==> config.mk <==
export PLATFORM = sky130hd
export DESIGN_NAME = ps2_host_tx
export DESIGN_NICKNAME = d
export VERILOG_FILES = /design/src/rtl/ps2_pkg.sv /design/src/rtl/ps2_line_filter.sv /design/src/rtl/ps2_host_tx.sv
export SDC_FILE = /design/constraint.sdc
export NUM_CORES = 1
export LEC_CHECK = 0
export CAP_MARGIN = 20
export CORE_AREA = 2 2 105 97
export DETAILED_ROUTE_END_ITERATION = 7
export DIE_AREA = 0 0 107 99
export DONT_BUFFER_PORTS = 1
export RECOVER_POWER = 25
export SYNTH_ARGS = -nofsm -noshare
export SYNTH_HDL_FRONTEND = slang
export SYNTH_SLANG_ARGS = --single-unit
==> constraint.sdc <==
create_clock -name CLK -period 2.13 [get_ports CLK]
set_input_delay 0.213 -clock CLK [delete_from_list [all_inputs] [get_ports CLK]]
set_output_delay 0.213 -clock CLK [all_outputs]
set_load 0.01 [all_outputs]
==> src/rtl/ps2_pkg.sv <==
// ---------------------------------------------------------------------------
// ps2_pkg
// Shared definitions for the PS/2 host transmit path and its line filters:
// FSM state encoding, TX_ERR result codes, frame length and the
// microsecond-to-cycle conversion used to size the host timers.
// ---------------------------------------------------------------------------
`timescale 1ns/1ps

package ps2_pkg;

    typedef enum logic [2:0] {
        IDLE,
        INHIBIT,
        REQ,
        SEND,
        ACK,
        WAIT_IDLE
    } tx_state_t;

    localparam logic [1:0] ERR_OK      = 2'd0;
    localparam logic [1:0] ERR_NOACK   = 2'd1;
    localparam logic [1:0] ERR_TIMEOUT = 2'd2;

    // start + 8 data + parity + stop
    localparam int unsigned FRAME_BITS = 11;
    localparam int unsigned BIT_W      = $clog2(FRAME_BITS);

    // Product first so clocks that are not whole MHz still convert exactly.
    function automatic int unsigned us_to_cyc(input int unsigned clk_hz,
                                              input int unsigned us);
        logic [63:0] prod;
        prod = 64'(clk_hz) * 64'(us);
        return 32'(prod / 64'd1_000_000);
    endfunction

    function automatic int unsigned max_u(input int unsigned a,
                                          input int unsigned b);
        return (a > b) ? a : b;
    endfunction

endpackage

==> src/rtl/ps2_line_filter.sv <==
// ---------------------------------------------------------------------------
// ps2_line_filter
// Conditions one raw PS/2 line: a 2-FF synchroniser followed by a
// FILT_LEN-sample agreement filter. The output only moves once the
// synchronised level has differed from it for FILT_LEN consecutive samples,
// giving a raw-to-filtered latency of 2 + FILT_LEN cycles. Idle level is 1.
//
// Ports
//   clk   system clock
//   rst   synchronous active-high reset (output returns to 1)
//   raw   asynchronous line level
//   filt  filtered, clock-synchronous line level
// ---------------------------------------------------------------------------
`timescale 1ns/1ps

module ps2_line_filter #(
    parameter int unsigned FILT_LEN = 8
) (
    input  logic clk,
    input  logic rst,
    input  logic raw,
    output logic filt
);

    localparam int unsigned       CNT_W    = (FILT_LEN > 1) ? $clog2(FILT_LEN) : 1;
    localparam logic [CNT_W-1:0]  CNT_LAST = CNT_W'(FILT_LEN - 1);

    logic             sync1;
    logic             sync2;
    logic [CNT_W-1:0] cnt;

    always_ff @(posedge clk) begin
        if (rst) begin
            sync1 <= 1'b1;
            sync2 <= 1'b1;
            cnt   <= '0;
            filt  <= 1'b1;
        end else begin
            sync1 <= raw;
            sync2 <= sync1;
            // cnt holds how many consecutive samples disagreed with filt
            if (sync2 == filt) begin
                cnt <= '0;
            end else if (cnt == CNT_LAST) begin
                filt <= sync2;
                cnt  <= '0;
            end else begin
                cnt <= cnt + CNT_W'(1);
            end
        end
    end

endmodule

==> src/rtl/ps2_host_tx.sv <==
// ---------------------------------------------------------------------------
// ps2_host_tx
// PS/2 host-to-device transmitter. Accepts one command byte, inhibits the
// bus, issues the request-to-send, shifts the frame out on device-generated
// clock falls, checks the device ACK and reports a result code.
//
// Ports
//   CLK         system clock
//   RST         synchronous active-high reset
//   TX_DATA     command byte, taken when TX_VALID && TX_READY
//   TX_VALID    transfer request
//   TX_READY    high only while idle
//   TX_DONE     one-cycle pulse at end of transfer
//   TX_ERR      result code (ERR_OK / ERR_NOACK / ERR_TIMEOUT), held
//   BUSY        high while a transfer is in progress
//   PS2_CLK_IN  raw CLK line level (asynchronous)
//   PS2_DAT_IN  raw DAT line level (asynchronous)
//   PS2_CLK_OE  1 = pull CLK low
//   PS2_DAT_OE  1 = pull DAT low
//
// state     | meaning
// ----------+--------------------------------------------------------------
// IDLE      | lines released, waiting for TX_VALID
// INHIBIT   | CLK held low for INHIBIT_CYC cycles
// REQ       | CLK and DAT (start bit) low for SETUP_CYC cycles
// SEND      | CLK released, one frame bit presented per device fall
// ACK       | DAT released, sample device ACK on the next fall
// WAIT_IDLE | wait for both lines high, then report the result
// ---------------------------------------------------------------------------
`timescale 1ns/1ps

module ps2_host_tx
    import ps2_pkg::*;
#(
    parameter int unsigned CLK_HZ     = 50_000_000,
    parameter int unsigned INHIBIT_US = 100,
    parameter int unsigned SETUP_CYC  = 50,
    parameter int unsigned TIMEOUT_US = 15_000,
    parameter int unsigned FILT_LEN   = 8
) (
    input  logic       CLK,
    input  logic       RST,
    input  logic [7:0] TX_DATA,
    input  logic       TX_VALID,
    output logic       TX_READY,
    output logic       TX_DONE,
    output logic [1:0] TX_ERR,
    output logic       BUSY,
    input  logic       PS2_CLK_IN,
    input  logic       PS2_DAT_IN,
    output logic       PS2_CLK_OE,
    output logic       PS2_DAT_OE
);

    localparam int unsigned INHIBIT_CYC = us_to_cyc(CLK_HZ, INHIBIT_US);
    localparam int unsigned TIMEOUT_CYC = us_to_cyc(CLK_HZ, TIMEOUT_US);
    localparam int unsigned TMR_MAX     = max_u(INHIBIT_CYC, SETUP_CYC);
    localparam int unsigned TMR_W       = $clog2(TMR_MAX + 1);
    localparam int unsigned WDOG_W      = $clog2(TIMEOUT_CYC + 1);

    localparam logic [TMR_W-1:0]  INH_LOAD   = TMR_W'(INHIBIT_CYC - 1);
    localparam logic [TMR_W-1:0]  SETUP_LOAD = TMR_W'(SETUP_CYC - 1);
    localparam logic [WDOG_W-1:0] WDOG_LOAD  = WDOG_W'(TIMEOUT_CYC - 1);
    localparam logic [BIT_W-1:0]  STOP_IDX   = BIT_W'(FRAME_BITS - 1);

    logic clk_f;
    logic dat_f;
    logic clk_f_prev;
    logic fall_q;

    tx_state_t               state_q,   state_d;
    logic [TMR_W-1:0]        tmr_q,     tmr_d;
    logic [WDOG_W-1:0]       wdog_q,    wdog_d;
    logic [BIT_W-1:0]        bit_cnt_q, bit_cnt_d;
    logic [FRAME_BITS-1:0]   frame_q,   frame_d;
    logic                    clk_oe_q,  clk_oe_d;
    logic                    dat_oe_q,  dat_oe_d;
    logic                    done_q,    done_d;
    logic [1:0]              err_q,     err_d;
    logic                    nack_q,    nack_d;
    logic [BIT_W-1:0]        next_idx;
    logic                    wdog_live;

    ps2_line_filter #(.FILT_LEN(FILT_LEN)) u_clk_filt (
        .clk  (CLK),
        .rst  (RST),
        .raw  (PS2_CLK_IN),
        .filt (clk_f)
    );

    ps2_line_filter #(.FILT_LEN(FILT_LEN)) u_dat_filt (
        .clk  (CLK),
        .rst  (RST),
        .raw  (PS2_DAT_IN),
        .filt (dat_f)
    );

    always_ff @(posedge CLK) begin
        if (RST) begin
            state_q    <= IDLE;
            tmr_q      <= '0;
            wdog_q     <= '0;
            bit_cnt_q  <= '0;
            frame_q    <= '0;
            clk_oe_q   <= 1'b0;
            dat_oe_q   <= 1'b0;
            done_q     <= 1'b0;
            err_q      <= ERR_OK;
            nack_q     <= 1'b0;
            clk_f_prev <= 1'b1;
            fall_q     <= 1'b0;
        end else begin
            state_q    <= state_d;
            tmr_q      <= tmr_d;
            wdog_q     <= wdog_d;
            bit_cnt_q  <= bit_cnt_d;
            frame_q    <= frame_d;
            clk_oe_q   <= clk_oe_d;
            dat_oe_q   <= dat_oe_d;
            done_q     <= done_d;
            err_q      <= err_d;
            nack_q     <= nack_d;
            clk_f_prev <= clk_f;
            fall_q     <= clk_f_prev & ~clk_f;
        end
    end

    always_comb begin
        state_d   = state_q;
        tmr_d     = tmr_q;
        wdog_d    = wdog_q;
        bit_cnt_d = bit_cnt_q;
        frame_d   = frame_q;
        clk_oe_d  = clk_oe_q;
        dat_oe_d  = dat_oe_q;
        done_d    = 1'b0;
        err_d     = err_q;
        nack_d    = nack_q;
        next_idx  = bit_cnt_q + BIT_W'(1);
        wdog_live = (state_q == SEND) || (state_q == ACK) || (state_q == WAIT_IDLE);

        // Watchdog runs while the device owns CLK; each fall reloads it.
        if (wdog_live) begin
            if (fall_q) begin
                wdog_d = WDOG_LOAD;
            end else if (wdog_q != '0) begin
                wdog_d = wdog_q - WDOG_W'(1);
            end
        end

        if (wdog_live && !fall_q && (wdog_q == '0)) begin
            state_d  = IDLE;
            clk_oe_d = 1'b0;
            dat_oe_d = 1'b0;
            done_d   = 1'b1;
            err_d    = ERR_TIMEOUT;
        end else begin
            case (state_q)
                IDLE: begin
                    if (TX_VALID) begin
                        // bit 0 is the start bit, driven during REQ
                        frame_d  = {1'b1, ~^TX_DATA, TX_DATA, 1'b0};
                        tmr_d    = INH_LOAD;
                        clk_oe_d = 1'b1;
                        state_d  = INHIBIT;
                    end
                end
                INHIBIT: begin
                    if (tmr_q == '0) begin
                        tmr_d    = SETUP_LOAD;
                        dat_oe_d = ~frame_q[0];
                        state_d  = REQ;
                    end else begin
                        tmr_d = tmr_q - TMR_W'(1);
                    end
                end
                REQ: begin
                    if (tmr_q == '0) begin
                        clk_oe_d  = 1'b0;
                        bit_cnt_d = '0;
                        wdog_d    = WDOG_LOAD;
                        state_d   = SEND;
                    end else begin
                        tmr_d = tmr_q - TMR_W'(1);
                    end
                end
                SEND: begin
                    if (fall_q) begin
                        dat_oe_d  = ~frame_q[next_idx];
                        bit_cnt_d = next_idx;
                        if (next_idx == STOP_IDX) begin
                            state_d = ACK;
                        end
                    end
                end
                ACK: begin
                    if (fall_q) begin
                        nack_d  = dat_f;
                        state_d = WAIT_IDLE;
                    end
                end
                WAIT_IDLE: begin
                    if (clk_f && dat_f) begin
                        done_d  = 1'b1;
                        err_d   = nack_q ? ERR_NOACK : ERR_OK;
                        state_d = IDLE;
                    end
                end
                default: begin
                    state_d = IDLE;
                end
            endcase
        end
    end

    assign TX_READY   = (state_q == IDLE);
    assign BUSY       = ~TX_READY;
    assign TX_DONE    = done_q;
    assign TX_ERR     = err_q;
    assign PS2_CLK_OE = clk_oe_q;
    assign PS2_DAT_OE = dat_oe_q;

endmodule

==> results of run 1 <==
## layer usage
layer,up-vias,part of all wire (%),track usage [%]
met5,-,0,0
met4,0,1.1,5.49
met2,84,46,28.5
met3,9,4.9,4.23
li1,1688,-,-
met1,1619,48,24.4
## cell usage in the layout, fill, tap and decap left out, types with 6 or more instances in the layout
cell and instances:
a211oi_1 6, a21oi_1 41, a31oi_1 12, buf_4 42, clkbuf_8 9, dfxtp_1 68, dlygate4sd3_1 7, ha_1 7
inv_1 11, nand2_1 37, nand2b_1 6, nand3_1 8, nor2_1 38, nor3_1 18, nor4_1 12, o21ai_0 19
or2_2 7, or3_1 12, or4_1 8, xnor2_1 12
## sequential cells by signal (all words and copies together), names as in the netlist, 2 cells and up
signal / cells
wdog_q: 20
tmr_q: 13
frame_q: 10
bit_cnt_q: 4
state_q: 3
u_clk_filt.cnt: 3
u_dat_filt.cnt: 3
TX_ERR: 2
## worst min path at each step
stage	start	to	slack, ps	cells past startpoint
finish	TX_DATA[7]	frame_q[8]$_SDFFE_PP0P_	20	2
global route	TX_DATA[5]	frame_q[6]$_SDFFE_PP0P_	20	2
CTS	TX_DATA[7]	frame_q[8]$_SDFFE_PP0P_	1	2
floorplan	PS2_CLK_IN	u_clk_filt.sync1$_SDFF_PP1_	320	1
global placement	RST	TX_ERR[1]$_SDFFE_PP0P_	290	1
detailed placement	RST	tmr_q[6]$_SDFFE_PP0P_	300	1
## repair_timing
item / in CTS / in global routing
endpoints found under the hold margin: 44 / 0
resized for setup: 5 / 22
cloned: 0 / 1
setup endpoints to repair: 15 / 41
pin swaps: 2 / 15
buffers inserted: 0 / 1
hold buffers: 8 / 0
## cells by family after synthesis
| logic type | after synthesis | synth area share [%] |
|---|---|---|
| and+or+nand+nor | 189 | 28.2 |
| AOI/OAI and AO/OA | 114 | 20.2 |
| DFF | 70 | 38.8 |
| buffers and inverters | 32 | 3.47 |
| xor gates and xnor gates | 16 | 3.88 |
| adders and majority gates | 9 | 3.12 |
| muxes | 7 | 2.32 |
## layout make-up
class	instances	share of cell area [%]
timing repair buffer	53	10.3
sequential	70	31.5
multi-input combinational	335	48.9
tap	126	3.53
clock inverter	6	1.93
inverter	11	0.925
clock buffer	10	2.86
## power by group through the flow
| stage | combinational (mW) | clock [mW] | sequential (mW) |
|---|---|---|---|
| 4_1_cts | 0.657 | 1.21 | 1.44 |
| 2_1_floorplan | 0.441 | 0 | 1.45 |
| 3_5_place_dp | 0.622 | 0 | 1.47 |
| 5_1_grt | 0.753 | 1.26 | 1.45 |
| 6_report | 0.678 | 1.18 | 1.44 |
| 3_3_place_gp | 0.618 | 0 | 1.46 |
## per-stage QoR
stage          util [%]  instance area (um^2)
6_report           47.0                  4460
5_1_grt            47.0                  4460
4_1_cts            45.8                  4350
3_5_place_dp       42.4                  4020
3_3_place_gp       42.4                  4020
2_1_floorplan         -                  3620
## critical path, cell delays in order, from the launching register on
cell	delay [ps]
dfxtp_2	320
or4_4	530
or4_4	580
o21ai_4	250
buf_12	140
or4_1	90
a31oi_1	70
==> flow_summary.json, run 1 <==
{
  "status": "complete, but fails checks",
  "failed_checks": "negative setup slack",
  "cts_buffers": 9,
  "drv_cap": 0,
  "ys_ff_latch": 70,
  "finalMaxSlewViolations": 0,
  "grt_usage_pct": 18.0,
  "cp.arrival_ps": 2330,
  "overflow": 0,
  "seq_area_frac_synth_pct": 38.8,
  "syn_area_per_cell_um2": 8.26,
  "peakVddDrop_mv": 0.402,
  "slew_headroom_pct": 56.1,
  "regArea_um2": 1400,
  "fin_crit_sh_pct": 100,
  "fin_crit_ps": 2130,
  "clock_path_buffers": 2,
  "htreeDepth": 3,
  "cellInternalPower_mw": 2.33,
  "setup.worst_path.start": "wdog_q[5]$_SDFF_PP0_",
  "switchingPower_mw": 0.966,
  "yosys.cell_count.top_type": "dfxtp_1",
  "netlist_area_um2": 3610,
  "cts.sinks": 70,
  "hold_path_class": "input pin to flop",
  "yosys_warnings": 0,
  "final_antenna_net_count": 0,
  "rrSetupSlack_ps": -0.01,
  "skew_ps": 12.2,
  "holdWs_ps": 20.8,
  "drtIter0Drc": 204,
  "finalHoldViolCount": 0,
  "crit_type": "flop to flop",
  "cts_tree": "done",
  "synth-async-reset-ratio_pct": 0,
  "synth_ff_type": "dfxtp_1",
  "rsz0062_at_grt": "true",
  "vias": 3400,
  "swShare_pct": 29.3,
  "worstRegToRegCells": 6,
  "synth_common_cells": "dfxtp_1 (70), a21oi_1 (43), nand2_1 (38), nor2_1 (38), o21ai_0 (22)",
  "post-place-cells": 586,
  "drt-wirelength-per-cell_um": 15.0,
  "finalNonFillerCells": 611,
  "reg2reg_from": "wdog_q[5]$_SDFF_PP0_",
  "worstPathMaxFanout": 7,
  "firstDrtPassIters": 5,
  "yosys.area.top_type_share_pct": 38.8,
  "power.leakage_nw": 1.75,
  "grt_pass1_vias": 3208,
  "rows": 34,
  "layout_setup_ws_ps": -0.0142,
  "place_hpwl_mm": 6.39,
  "ys_types": 61,
  "ios": 20,
  "core_area_um2": 9490,
  "fmax_mhz": 469,
  "area_growth_pct": 23.6,
  "tightest_slew_ps": 656,
  "synth_area_leader_cell": "dfxtp_1",
  "r2r_end": "wdog_q[12]$_SDFF_PP0_",
  "total_power_mw": 3.30,
  "routabilityCongestion": 0.834,
  "drc_errors": 0,
  "start_util_pct": 38.1,
  "syn-num-nets": 459,
  "routed_wl_mm": 9.19,
  "synth_area_leaders": "dfxtp_1 (39%), a21oi_1 (6.0%), nand2_1 (4.0%)",
  "crit_required_ps": 2330,
  "setup_violations": 1,
  "synth_edf_count": 0,
  "pwr-share-comb_pct": 20.6,
  "critPathLaunchType": "flop",
  "dp_worst_setup_slack_ps": -102,
  "cts_root_buffer": "clkbuf_8",
  "syn_inst": 437,
  "powerDensity_nw_per_um2": 738,
  "diodes": 0,
  "fp.dieArea_um2": 10600,
  "cp-endpoint": "wdog_q[12]$_SDFF_PP0_",
  "clock_latency_ps": 340,
  "multi_input_area_um2": 2180,
  "vias_per_cell": 5.56,
  "critPathCaptureType": "flop",
  "grt_pass1_wl_mm": 15.4,
  "fillCellCount": 939,
  "portBuffers": 0,
  "fin_nets": 502,
  "antenna_found_initial": 0,
  "fin_setup_tns_ps": -0.0142,
  "p_seq_share_pct": 43.7,
  "final_layout_size_suffix_gt1_share_pct": 21.0,
  "die_y_um": 99,
  "clk_pin_slew_worst_paths_ps": 80,
  "pwr-share-clk_pct": 35.7,
  "grt_max_degree": 45,
  "die_x_um": 107
}
Power figures use the tool's default switching activity.
==> run 2, diff against run 1 <==
--- a/config.mk
+++ b/config.mk
@@ -6,11 +6,12 @@
 export NUM_CORES = 1
 export LEC_CHECK = 0
 export CAP_MARGIN = 20
-export CORE_AREA = 2 2 105 97
+export CORE_AREA = 2 2 103 95
 export DETAILED_ROUTE_END_ITERATION = 7
-export DIE_AREA = 0 0 107 99
+export DIE_AREA = 0 0 105 97
 export DONT_BUFFER_PORTS = 1
 export RECOVER_POWER = 25
 export SYNTH_ARGS = -nofsm -noshare
 export SYNTH_HDL_FRONTEND = slang
+export SYNTH_HIERARCHICAL = 1
 export SYNTH_SLANG_ARGS = --single-unit
==> flow_summary.json, run 2 <==
{
  "status": "complete, but fails checks",
  "failed_checks": "negative setup slack",
  "synth_ff_type": "dfxtp_1",
  "portBuffers": 0,
  "grt_busiest_layer": "met2",
  "routabilityCongestion": 0.843,
  "yosys_warnings": 6,
  "syn-num-nets": 425,
  "die_y_um": 97,
  "skew_ps": 11.2,
  "crit_type": "flop to flop",
  "firstDrtPassIters": 4,
  "syn_area_per_cell_um2": 8.56,
  "swShare_pct": 36.1,
  "synth_area_leaders": "dfxtp_1 (41%), nor2_1 (6.5%), xnor2_1 (6.1%)",
  "fin_crit_ps": 2260,
  "ys_ff_latch": 70,
  "clock_path_buffers": 2,
  "antenna_found_initial": 0,
  "slew_headroom_pct": 54.0,
  "finalNonFillerCells": 590,
  "fin_setup_tns_ps": -949,
  "synth-async-reset-ratio_pct": 0,
  "grt_pass1_vias": 2988,
  "routed_wl_mm": 8.71,
  "place_hpwl_mm": 5.47,
  "pwr-share-clk_pct": 23.1,
  "worstPathMaxFanout": 4,
  "drt-wirelength-per-cell_um": 14.8,
  "synth_common_cells": "dfxtp_1 (70), nor2_1 (60), a21oi_1 (39)",
  "synth_edf_count": 0,
  "final_antenna_net_count": 0,
  "use_met1_pct": 21.3,
  "power.leakage_nw": 1.84,
  "crit_required_ps": 2400,
  "cp_top_family": "compound AO/OA/AOI/OAI gates",
  "hold_path_class": "input pin to flop",
  "layout_setup_ws_ps": -127,
  "critPathLaunchType": "flop",
  "cts_buffers": 9,
  "tightest_slew_ps": 687,
  "cts_tree": "done",
  "rows": 33,
  "syn_inst": 403,
  "path_cells": "inv_2 > ha_4 > or4b_4 > buf_6 > nor4_4 > o32a_4 > o211ai_4 > a221o_1 > a21oi_1",
  "critPathCaptureType": "flop",
  "vias": 3139,
  "met3_usage_pct": 3.37,
  "ios": 20,
  "path_buf_inv": 2,
  "drc_errors": 0,
  "grtUsageMet2_pct": 28.7,
  "reg_top3": "wdog_q x20, tmr_q x13, frame_q x10",
  "finalHoldViolCount": 0,
  "fillCellCount": 830,
  "htreeDepth": 3,
  "core_area_um2": 9000,
  "dpl_cell_area_um2": 4040,
  "clock_latency_ps": 350,
  "rsz0062_at_grt": "true",
  "total_power_mw": 5.18,
  "fmax_mhz": 443,
  "stdcell_area_um2": 4770,
  "seq_area_frac_synth_pct": 40.6,
  "peakVddDrop_mv": 0.538,
  "die_x_um": 105,
  "netlist_area_um2": 3450,
  "cellInternalPower_mw": 3.31,
  "fin_nets": 485,
  "grt_pass1_wl_mm": 14.1,
  "area_growth_pct": 38.4,
  "setup_violations": 21,
  "layout.cells.most_common": "dfxtp_1",
  "clk_pin_slew_worst_paths_ps": 80,
  "drv_cap": 0,
  "diodes": 0,
  "largest_register_ffs": 20,
  "cts.sinks": 70,
  "fp.dieArea_um2": 10200,
  "post-place-cells": 559,
  "overflow": 0,
  "pwr-share-comb_pct": 45.6,
  "start_util_pct": 38.3,
  "fin_crit_sh_pct": 106,
  "ys_types": 54,
  "synth_area_leader_cell": "dfxtp_1",
  "cp_slowest_cell": "or4b_4",
  "finalMaxSlewViolations": 0,
  "top_register": "wdog_q",
  "yosys.area.top_type_share_pct": 40.6,
  "final_layout_size_suffix_gt1_share_pct": 34.8,
  "switchingPower_mw": 1.87,
  "grt_max_degree": 55,
  "p_seq_share_pct": 31.4,
  "layout_common_cells": "dfxtp_1 (65), nor2_1 (52), buf_4 (51), a21oi_1 (23), xnor2_1 (21)",
  "cp.arrival_ps": 2530,
  "drtIter0Drc": 169,
  "powerDensity_nw_per_um2": 1080,
  "cts_root_buffer": "clkbuf_8",
  "cpPeakStageDelay_ps": 480,
  "grt_usage_pct": 17.0,
  "vias_per_cell": 5.32,
  "yosys.cell_count.top_type": "dfxtp_1"
}
[run 2: changes by cell type after synthesis, moves of 4 or more]
cell,delta
a21oi_1,-4
nand2_1,-14
o211ai_1,-5
nor2_1,+22
nor4_1,-10
and2_1,-6
mux2i_1,+8
a211oi_1,-5
or4_1,-9
or3_1,-5
o31ai_1,-4
xnor2_1,+12
a31oi_1,-4
o21ai_0,-6
[run 2: power groups by stage]
stage,clock network (mW),logic [mW],registers [mW]
after global placement,0,1.79,1.64
after floorplan,0,1.27,1.65
after CTS,1.22,2.13,1.62
final,1.19,2.36,1.62
after detailed placement,0,1.81,1.65
after global routing,1.28,2.56,1.65
[run 2: stage by stage]
step / utilization, % / setup WS [ps] / hold slack (ps)
after floorplan: - / -108 / 290
final: 53.0 / -127 / 13.7
after global routing: 53.0 / -189 / 0.883
after global placement: 44.8 / -187 / 276
after CTS: 50.3 / -140 / 3.37
after detailed placement: 44.8 / -255 / 278
[run 2: area by class of cell]
type	instances	area (um^2)	area share, %
multi-input cells	305	2340	49.1
repair buffers	67	608	12.7
clock buffers	10	138	2.88
flip-flops and latches	70	1410	29.5
inverters	10	37.5	0.787
clock inverters	6	85.1	1.78
well taps	122	153	3.20
[run 2: final timing paths]
kind              cells after the start                          end  slack [ps]                   startpoint
hold / removal                        2      frame_q[7]$_SDFFE_PP0P_          10                   TX_DATA[6]
setup / recovery                      9      state_q[0]$_SDFFE_PP0P_        -130        tmr_q[1]$_SDFFE_PP0P_
setup reg to reg                      9      state_q[0]$_SDFFE_PP0P_        -130        tmr_q[1]$_SDFFE_PP0P_
hold reg to reg                       1  u_clk_filt/sync2$_SDFF_PP1_         410  u_clk_filt/sync1$_SDFF_PP1_
[run 2: cells by family (layout without fill, tap and decap cells)]
group / Yosys count / in the layout / synth area share, %
compound gates: 90 / 91 / 16.5
xor+xnor: 28 / 28 / 7.11
fa+ha+maj: 9 / 9 / 3.27
buf+inv: 29 / 93 / 3.30
flops: 70 / 70 / 40.6
mux: 15 / 15 / 4.75
simple gates: 162 / 162 / 24.4
[run 2: layer usage]
metal | wire length, um | vias to the layer above | part of all wire, %
met2 | 4260 | 52 | 49
met4 | 148 | 0 | 1.7
met1 | 4030 | 1507 | 46
met3 | 269 | 15 | 3.1
met5 | 0 | - | 0
li1 | - | 1565 | -
[run 2: worst reg2reg max path, delay by kind of cell (launching register included)]
kind | cells | cell delay (ps)
compound gates | 4 | 800
fa+ha+maj | 1 | 130
buf+inv | 2 | 200
flops | 1 | 330
simple gates | 2 | 720
[run 2: timing repair]
item                                    4_1_cts  5_1_grt
hold buffers                                  3        0
gates cloned                                  2        1
endpoints found under the setup margin       51       52
pin swaps                                    16       28
endpoints found under the hold margin        54        0
resized for setup                            43       39
buffers inserted                              6        5
